`src/rtl/block_lane_engine.sv`:
```
// Block Killer game core: scrolling block columns, cursor, shot handling and BCD score.
// Optional build macro SPEEDUP_EN shortens the scroll period as the score grows.
module block_lane_engine #(
  parameter int          NUM_COLS     = 4,
  parameter int          DEPTH        = 24,
  parameter int          TICK_DIV     = 2_500_000,
  parameter int          SCORE_DIGITS = 3,
  parameter logic [15:0] LFSR_SEED    = 16'hACE1
) (
  input  logic                          CLK_50M,
  input  logic                          RST,
  input  logic [1:0]                    game_state,
  input  logic                          left_key_press,
  input  logic                          right_key_press,
  input  logic                          down_key_press,
  output logic [NUM_COLS*DEPTH-1:0]     columns,
  output logic [$clog2(NUM_COLS)-1:0]   player_col,
  output logic                          hit,
  output logic                          game_over,
  output logic [4*SCORE_DIGITS-1:0]     score_bcd
);
  // game_state | meaning
  // IDLE       | clear playfield and score, LFSR free-runs
  // PLAY       | scroll, move and shoot (unless frozen after game over)
  // OVER       | hold everything
  // PAUSE      | hold everything, tick counter included
  localparam logic [1:0] ST_IDLE  = 2'd0;
  localparam logic [1:0] ST_PLAY  = 2'd1;
  localparam logic [1:0] ST_OVER  = 2'd2;
  localparam logic [1:0] ST_PAUSE = 2'd3;

  localparam int CW    = $clog2(NUM_COLS);
  localparam int CNT_W = $clog2(TICK_DIV);
  localparam int SW    = 4*SCORE_DIGITS;

  logic [NUM_COLS*DEPTH-1:0] cols_q, cols_d;
  logic [CW-1:0]             pcol_q, pcol_d;
  logic [SW-1:0]             score_q, score_d;
  logic [CNT_W-1:0]          cnt_q, cnt_d, reload;
  logic [15:0]               lfsr_q, lfsr_d, lfsr_next;
  logic                      frozen_q, frozen_d;
  logic                      hit_q, hit_d, go_q, go_d;
  logic [DEPTH-1:0]          cur_col, col_v;
  logic                      shot_hit, tick, any_bottom;
  logic [CW-1:0]             spawn_col;

  function automatic logic [SW-1:0] bcd_inc(input logic [SW-1:0] s);
    logic [SW-1:0] r;
    logic          carry, all9;
    r     = s;
    carry = 1'b1;
    all9  = 1'b1;
    for (int i = 0; i < SCORE_DIGITS; i++) begin
      if (s[4*i +: 4] != 4'd9) all9 = 1'b0;
      if (carry) begin
        if (s[4*i +: 4] == 4'd9) begin
          r[4*i +: 4] = 4'd0;
        end else begin
          r[4*i +: 4] = s[4*i +: 4] + 4'd1;
          carry       = 1'b0;
        end
      end
    end
    return all9 ? s : r;
  endfunction

`ifdef SPEEDUP_EN
  // Period shrinks by TICK_DIV/8 per ten points, never below TICK_DIV/4.
  function automatic logic [CNT_W-1:0] speed_reload(input logic [SW-1:0] s);
    int unsigned lvl, wt, per;
    lvl = 0;
    wt  = 1;
    for (int i = 1; i < SCORE_DIGITS; i++) begin
      lvl = lvl + wt * 32'(s[4*i +: 4]);
      wt  = wt * 10;
    end
    if (32'(TICK_DIV/8) * lvl > 32'(TICK_DIV - TICK_DIV/4)) per = 32'(TICK_DIV/4);
    else                                                   per = 32'(TICK_DIV) - 32'(TICK_DIV/8) * lvl;
    return CNT_W'(per - 1);
  endfunction

  assign reload = speed_reload(score_q);
`else
  assign reload = CNT_W'(TICK_DIV - 1);
`endif

  assign cur_col   = cols_q[32'(pcol_q)*DEPTH +: DEPTH];
  assign shot_hit  = down_key_press && (cur_col != '0);
  assign tick      = (cnt_q == '0);
  assign spawn_col = CW'(32'(lfsr_q[3:0]) % NUM_COLS);
  assign lfsr_next = {lfsr_q[14:0], lfsr_q[15] ^ lfsr_q[13] ^ lfsr_q[12] ^ lfsr_q[10]};

  always_comb begin
    cols_d     = cols_q;
    pcol_d     = pcol_q;
    score_d    = score_q;
    cnt_d      = cnt_q;
    lfsr_d     = lfsr_q;
    frozen_d   = frozen_q;
    hit_d      = 1'b0;
    go_d       = 1'b0;
    col_v      = '0;
    any_bottom = 1'b0;
    if (game_state == ST_IDLE) begin
      cols_d   = '0;
      pcol_d   = '0;
      score_d  = '0;
      cnt_d    = CNT_W'(TICK_DIV - 1);
      lfsr_d   = lfsr_next;
      frozen_d = 1'b0;
    end else if (game_state == ST_PLAY && !frozen_q) begin
      // Shot acts on pre-shift contents; bottom check sees the shot result.
      for (int k = 0; k < NUM_COLS; k++) begin
        col_v = cols_q[k*DEPTH +: DEPTH];
        if (shot_hit && pcol_q == CW'(k)) col_v = col_v & (col_v - DEPTH'(1));
        if (tick) begin
          any_bottom = any_bottom | col_v[0];
          col_v      = {1'b0, col_v[DEPTH-1:1]};
          if (lfsr_q[15] && spawn_col == CW'(k)) col_v[DEPTH-1] = 1'b1;
        end
        cols_d[k*DEPTH +: DEPTH] = col_v;
      end
      if (left_key_press && !right_key_press && pcol_q != '0)
        pcol_d = pcol_q - CW'(1);
      if (right_key_press && !left_key_press && pcol_q != CW'(NUM_COLS - 1))
        pcol_d = pcol_q + CW'(1);
      hit_d = shot_hit;
      if (shot_hit) score_d = bcd_inc(score_q);
      if (tick) begin
        cnt_d    = reload;
        lfsr_d   = lfsr_next;
        go_d     = any_bottom;
        frozen_d = any_bottom;
      end else begin
        cnt_d = cnt_q - CNT_W'(1);
      end
    end
  end

  always_ff @(posedge CLK_50M) begin
    if (RST) begin
      cols_q   <= '0;
      pcol_q   <= '0;
      score_q  <= '0;
      cnt_q    <= CNT_W'(TICK_DIV - 1);
      lfsr_q   <= LFSR_SEED;
      frozen_q <= 1'b0;
      hit_q    <= 1'b0;
      go_q     <= 1'b0;
    end else begin
      cols_q   <= cols_d;
      pcol_q   <= pcol_d;
      score_q  <= score_d;
      cnt_q    <= cnt_d;
      lfsr_q   <= lfsr_d;
      frozen_q <= frozen_d;
      hit_q    <= hit_d;
      go_q     <= go_d;
    end
  end

  assign columns    = cols_q;
  assign player_col = pcol_q;
  assign score_bcd  = score_q;
  assign hit        = hit_q;
  assign game_over  = go_q;

endmodule

```
`config.mk`:
```
export PLATFORM = sky130hd
export DESIGN_NAME = block_lane_engine
export DESIGN_NICKNAME = d
export VERILOG_FILES = /design/src/rtl/block_lane_engine.sv
export SDC_FILE = /design/constraint.sdc
export NUM_CORES = 1
export LEC_CHECK = 0
export ABC_AREA = 1
export ABC_CLOCK_PERIOD_IN_PS = 2100
export BUFFER_PORTS_ARGS = -buffer_cell sky130_fd_sc_hd__buf_2
export CAP_MARGIN = 20
export CORE_MARGIN = 2
export CORE_UTILIZATION = 32
export DETAILED_ROUTE_END_ITERATION = 10
export GPL_TIMING_DRIVEN = 0
export PLACE_DENSITY = 0.62
export SYNTH_ARGS = -nofsm -noshare
export SYNTH_HDL_FRONTEND = slang
export SYNTH_SLANG_ARGS = --single-unit
```
`constraint.sdc`:
```
create_clock -name CLK_50M -period 2.1 [get_ports CLK_50M]
set_clock_uncertainty 0.2 [all_clocks]
set_input_delay 0 -clock CLK_50M [delete_from_list [all_inputs] [get_ports CLK_50M]]
set_output_delay 0 -clock CLK_50M [all_outputs]
set_load 0.03 [all_outputs]
```
Word-level counts from Yosys, hierarchy flattened
Index checks and enable logic that the tools add are counted.
Word-level totals
  flip-flop bits (word level): 151
  output and inout port bits: 112
Cells by class
  add/subtract/negate cells: 10
  $mul: 1
  equal/unequal tests: 14
  shift operators: 1
  mux-type cells: 51
  bitwise logic cells: 13
  reductions and logical operators: 35
Operator list (number)
  24-bit two-way mux: 14
  24-bit AND: 4
  96-bit by 8-bit variable part select with 24-bit output: 1
  24-bit by 1-bit subtractor with 24-bit output, second input constant: 4
  16-bit two-way mux: 3
  1-bit two-way mux: 28
  24-bit nonzero test: 1
  22-bit logical NOT: 1
  22-bit two-way mux: 1
  22-bit by 1-bit subtractor with 22-bit output, second input constant: 1
  1-bit logical AND: 14
  4-bit by 1-bit adder with 4-bit output, second input constant: 3
  4-bit equality test, second input constant: 3
  4-bit two-way mux: 3
  4-bit != test, second input constant: 3
  2-bit equality test, second input constant: 4
  4-bit AND reduction: 2
  2-bit nonzero test: 4
  2-bit by 1-bit equality test with 1-bit output, second input constant: 3
  2-bit logical NOT: 3
  2-bit AND reduction: 3
  2-bit by 2-bit multiplier with 4-bit output, second input constant: 1
  2-bit two-way mux: 2
  4-bit OR reduction: 1
  10 further kinds: 18

Logic depth before layout (Yosys ltp)
  word-level depth: 18
  depth in mapped cells: 17
  gate-level depth less buffers: 16

Least setup slack after synthesis
No wires, ideal clock.
  path kind: reg2reg
  start point: register cols_q[24], in the netlist columns[24]
  end point: register cols_q[4], in the netlist columns[4]
  arrival: 1.916 ns
  data required time: 1.772 ns
  slack: -0.143 ns
  stages on the path, launching flop included: 17
  cell sequence: dfxtp_1 > inv_1 > nand2_1 > nor2_1 > nand2_1 > nor2_1 > nand2_1 > nand2_1 > nand2_2 > nand3_4 > nor2_4 > buf_2 > nand2_1 > nand3_1 > nand2_1 > nor2_1 > nor2_1
Between the ends
  cells in the longest elaborated chain, start to end: 6
RTL lines
  start: declaration: RTL line 36  | logic [NUM_COLS*DEPTH-1:0] cols_q, cols_d;
  start signal: assignment: RTL line 151  | cols_q <= cols_d;
  96-bit by 8-bit variable part select with 24-bit output: RTL line 87  | assign cur_col = cols_q[32'(pcol_q)*DEPTH +: DEPTH];
  24-bit nonzero test: RTL line 88  | assign shot_hit = down_key_press && (cur_col != '0);
  1-bit logical AND: RTL line 88
  1-bit logical AND: RTL line 115  | if (shot_hit && pcol_q == CW'(k)) col_v = col_v & (col_v - DEPTH'(1));
  24-bit two-way mux: RTL line 115
  24-bit two-way mux: RTL line 116  | if (tick) begin
Every way passes these cells.
A chain may end at the register's enable or synchronous reset.

Worst setup path after layout
  start point: register cols_q[47], in the netlist columns[47]
  end point: register cols_q[58], in the netlist columns[58]
Between the ends
  cells in the longest elaborated chain, start to end: 8
RTL lines
  96-bit by 8-bit variable part select with 24-bit output: RTL line 87
  24-bit nonzero test: RTL line 88
  1-bit logical AND: RTL line 88
  1-bit logical AND: RTL line 115
  24-bit two-way mux: RTL line 115
  24-bit two-way mux: RTL line 111  | end else if (game_state == ST_PLAY && !frozen_q) begin
  24-bit two-way mux: RTL line 104  | if (game_state == ST_IDLE) begin
  24-bit two-way mux: RTL line 116
Every way passes these cells. The select of a mux whose other input is x is not followed.

==> results.md <==
* Adder-Cell Fraction of Synth Area at 0.660%
* Hold WS at -0.0764 ns
* Crit path cell chain: inv_1 > nand2_2 > nor2_4 > nand2_2 > nor2_1 > nand2_1 > nand2_2 > nand2_4 > nand3_4 > nor2_4 > buf_6 > buf_8 > nand3_1 > nand3_1 > a21oi_1
* Most frequent cell after synthesis: nand2_1
* Initial DRT Pass Iterations at 6
* Syn nets at 1611
* Clock-pin slew on the worst setup and hold paths at 0.06 ns
* Leak Pwr at 0.00774 uW
* Syn Inst Count at 1599
* Hold-fix buffers at CTS at 6
* Reg2Reg Depth at 15
* FF+latch count, synth at 151
* CTS Buf Count at 17
* Synth cell count leaders: nand2_1 (471), nor2_1 (264), inv_1 (184)
* Register area share after synthesis at 31.9%
* Largest stage delay on the critical path at 0.37 ns
* Crit. End Element: flip-flop
* DP Wirelength at 28200 um
* Routed length per placed instance at 20.4 um
* FFs w/ async S/R, synth at 0%
* MaxCap Viol Count at 0
* VDD IR max at 0.000550 V
* Share of cells above drive strength 1 at 47.6%
* Clock sink count at 151
* Worst-Skew Late Latency at 0.45 ns
* Initial antenna violation count at 1
* Crit-path slowest cell: dfxtp_4
* Post-synthesis simple-gate area fraction at 46.0%
* Slew @ Worst Pin at 0.956 ns
* First-pass GRT wire length at 65400 um
* CP delay by family, top: simple AND/OR/NAND/NOR gates
* DRC viols at 0
* Distinct cells, synth at 46
* Main synth FF type: dfxtp_1
* Power, Total at 6700 uW
* Max Clk Rate at 409 MHz
* Number of flops mapped to enable cells by yosys at 0
* Antenna cells at 0
* Via count at 13000
* Failing checks: hold timing, setup timing
* Largest family of logic cells by synthesized area: simple AND/OR/NAND/NOR gates
* Initial Util at 32.3%
* Routability cong. at 0.953
* Filler cell count at 2610
* Status: finished, violations left
* Final Cycle Share at 116%
* Register area at 3260 sq um
* Vias in the first global route at 11600
* Core area at 29400 sq um
* FP Rows at 63
* Final Hold Viols at 1
* Footprint of the multi-input gates at 7550 sq um
* RSZ-0062 raised after global routing: true
* Syn. warnings at 0
* Slew HR at 36.3%
* Crit path depth at 15
* Synth Area in XOR/XNOR at 1.57%
* Final setup fails at 141
* Most used cell, CP: nand2_2
* CTS root buf: clkbuf_16
* Top cell type by total area after synthesis: dfxtp_1
* Max Root-Sink Buffers at 2
* Cell area after synthesis at 9480 sq um
* Die Width at 176 um
* Worst hold path class: in -> reg
* Fin worst setup slack at -0.346 ns
* DRT iter0 DRCs at 1648
* Hold Path Stages at 4
* Power Density at 425 nW/um^2
* Total grt overflow at 0
* Multiplexer share of the synthesized area at 0%
* Avg Inst Size Synth at 5.93 sq um
* Critical path startpoint category: flip-flop
* Synth area leaders: dfxtp_1 (32%), nand2_1 (19%), nor2_1 (10%), nand3_1 (8.8%), inv_1 (7.3%)
* Area Overhead vs Synth at 66.4%
* # port buffers at 118
* Total GRT Usage at 27.4%
* Critical path type: reg -> reg
* Antenna Nets Post-Route at 0
* Post-synth top area share at 31.9%
* Die area at 31000 sq um
* Aggregate routed wire length at 47400 um
* Place WS at -1.07 ns
* CTS H-Tree Depth at 4
* Die height at 176 um
* Max Slew Vio Count at 0
* Largest net degree at the start of global routing at 17
* Data required time at the worst endpoint at 2.18 ns
* Post-synthesis compound-gate area fraction at 9.97%
* Period minus WS final at 2.45 ns
* CTS tree: done
* Arr. time, crit path at 2.53 ns
* IO Count at 119
* Final layout net count at 1932
* DR vias/cell at 5.59
* Count of buffer and inverter cells on the critical path at 3
* Crit path max fanout at 5
kinds of logic after synthesis:
kind of cell               Yosys count
and+or+nand+nor                   1014
xor gates and xnor gates            17
adders and majority gates            5
buffers and inverters              243
DFF                                151
AOI/OAI and AO/OA                  169
power breakdown:
group | total, uW | internal, uW | switching (uW)
logic | 572 | 190 | 382
clock network | 3270 | 1860 | 1410
registers | 2860 | 2830 | 32.9
total | 6700 | 4880 | 1820
routing by layer:
layer | vias up | global-route usage, % | routed length (um)
li1 | 5804 | - | -
met1 | 6087 | 34.7 | 18000
met2 | 864 | 42.0 | 21000
met3 | 233 | 6.76 | 5210
met4 | 2 | 16.6 | 3170
met5 | - | 0 | 13
through the flow:
step	util, %	setup TNS, ns	instances	instance area [sq um]
detailed placement	36.3	-82.50	2107	10700
CTS	48.1	-14.23	2274	14200
global route	53.7	-31.08	2323	15800
floorplan	-	0	1599	9590
finish	53.7	-25.85	2323	15800
global placement	36.3	-79.79	2107	10700
area by class of cell:
| class | instances | area share (%) |
|---|---|---|
| Timing Repair Buffer | 303 | 15.8 |
| Sequential cell | 151 | 20.7 |
| Clock buffer | 20 | 2.96 |
| Tap cell | 390 | 3.09 |
| Multi-Input combinational cell | 1206 | 47.8 |
| Inverter | 188 | 4.93 |
| Clock inverter | 12 | 0.896 |
| Buffer | 53 | 3.77 |
worst register-to-register path, stage by stage, from the launching register on:
cell and delay (ns):
dfxtp_4 0.37, inv_1 0.07, nand2_2 0.09, nor2_4 0.04, nand2_2 0.06, nor2_1 0.04, nand2_1 0.16, nand2_2 0.12
nand2_4 0.12, nand3_4 0.19, nor2_4 0.27, buf_6 0.15, buf_8 0.13, nand3_1 0.11, nand3_1 0.10, a21oi_1 0.06
cells in the final DEF (no fill, tap or decap), types with 22 or more instances in the layout:
cell type / Yosys / final
inv_2: 3 / 24
nand3_1: 167 / 82
nand2_2: 5 / 101
nor2_1: 264 / 175
buf_4: 2 / 116
nand2_1: 471 / 328
nand4_1: 39 / 39
buf_2: 17 / 120
inv_1: 184 / 147
nor2_4: 3 / 74
dfxtp_4: 0 / 47
dfxtp_1: 151 / 52
o21ai_0: 52 / 24
nand2_4: 0 / 45
clkbuf_16: 0 / 30
a21oi_2: 1 / 22
nor2_2: 13 / 32
buf_6: 0 / 46
nand3_2: 1 / 75
dfxtp_2: 0 / 52
a21oi_1: 71 / 50
final timing paths:
path                                  start     endpoint  slack (ns)
worst max-delay path            columns[47]  columns[58]       -0.35
worst min-delay path                    RST  columns[30]       -0.08
worst max register to register  columns[47]  columns[58]       -0.35
worst min register to register    lfsr_q[3]    lfsr_q[3]        0.27
timing repair:
action,4_1_cts,5_1_grt
endpoints found under the setup margin,145,147
pin swaps,144,160
gates cloned,16,8
endpoints found under the hold margin,19,1
setup buffers,114,48
gates resized for setup,496,351
sequential cells by signal, summed over array words and instances, names as in the netlist:
name / cells
columns: 96
cnt_q: 22
lfsr_q: 16
score_bcd: 12
player_col: 2
frozen_q: 1
game_over: 1
hit: 1
Power figures use the tool's default switching activity.
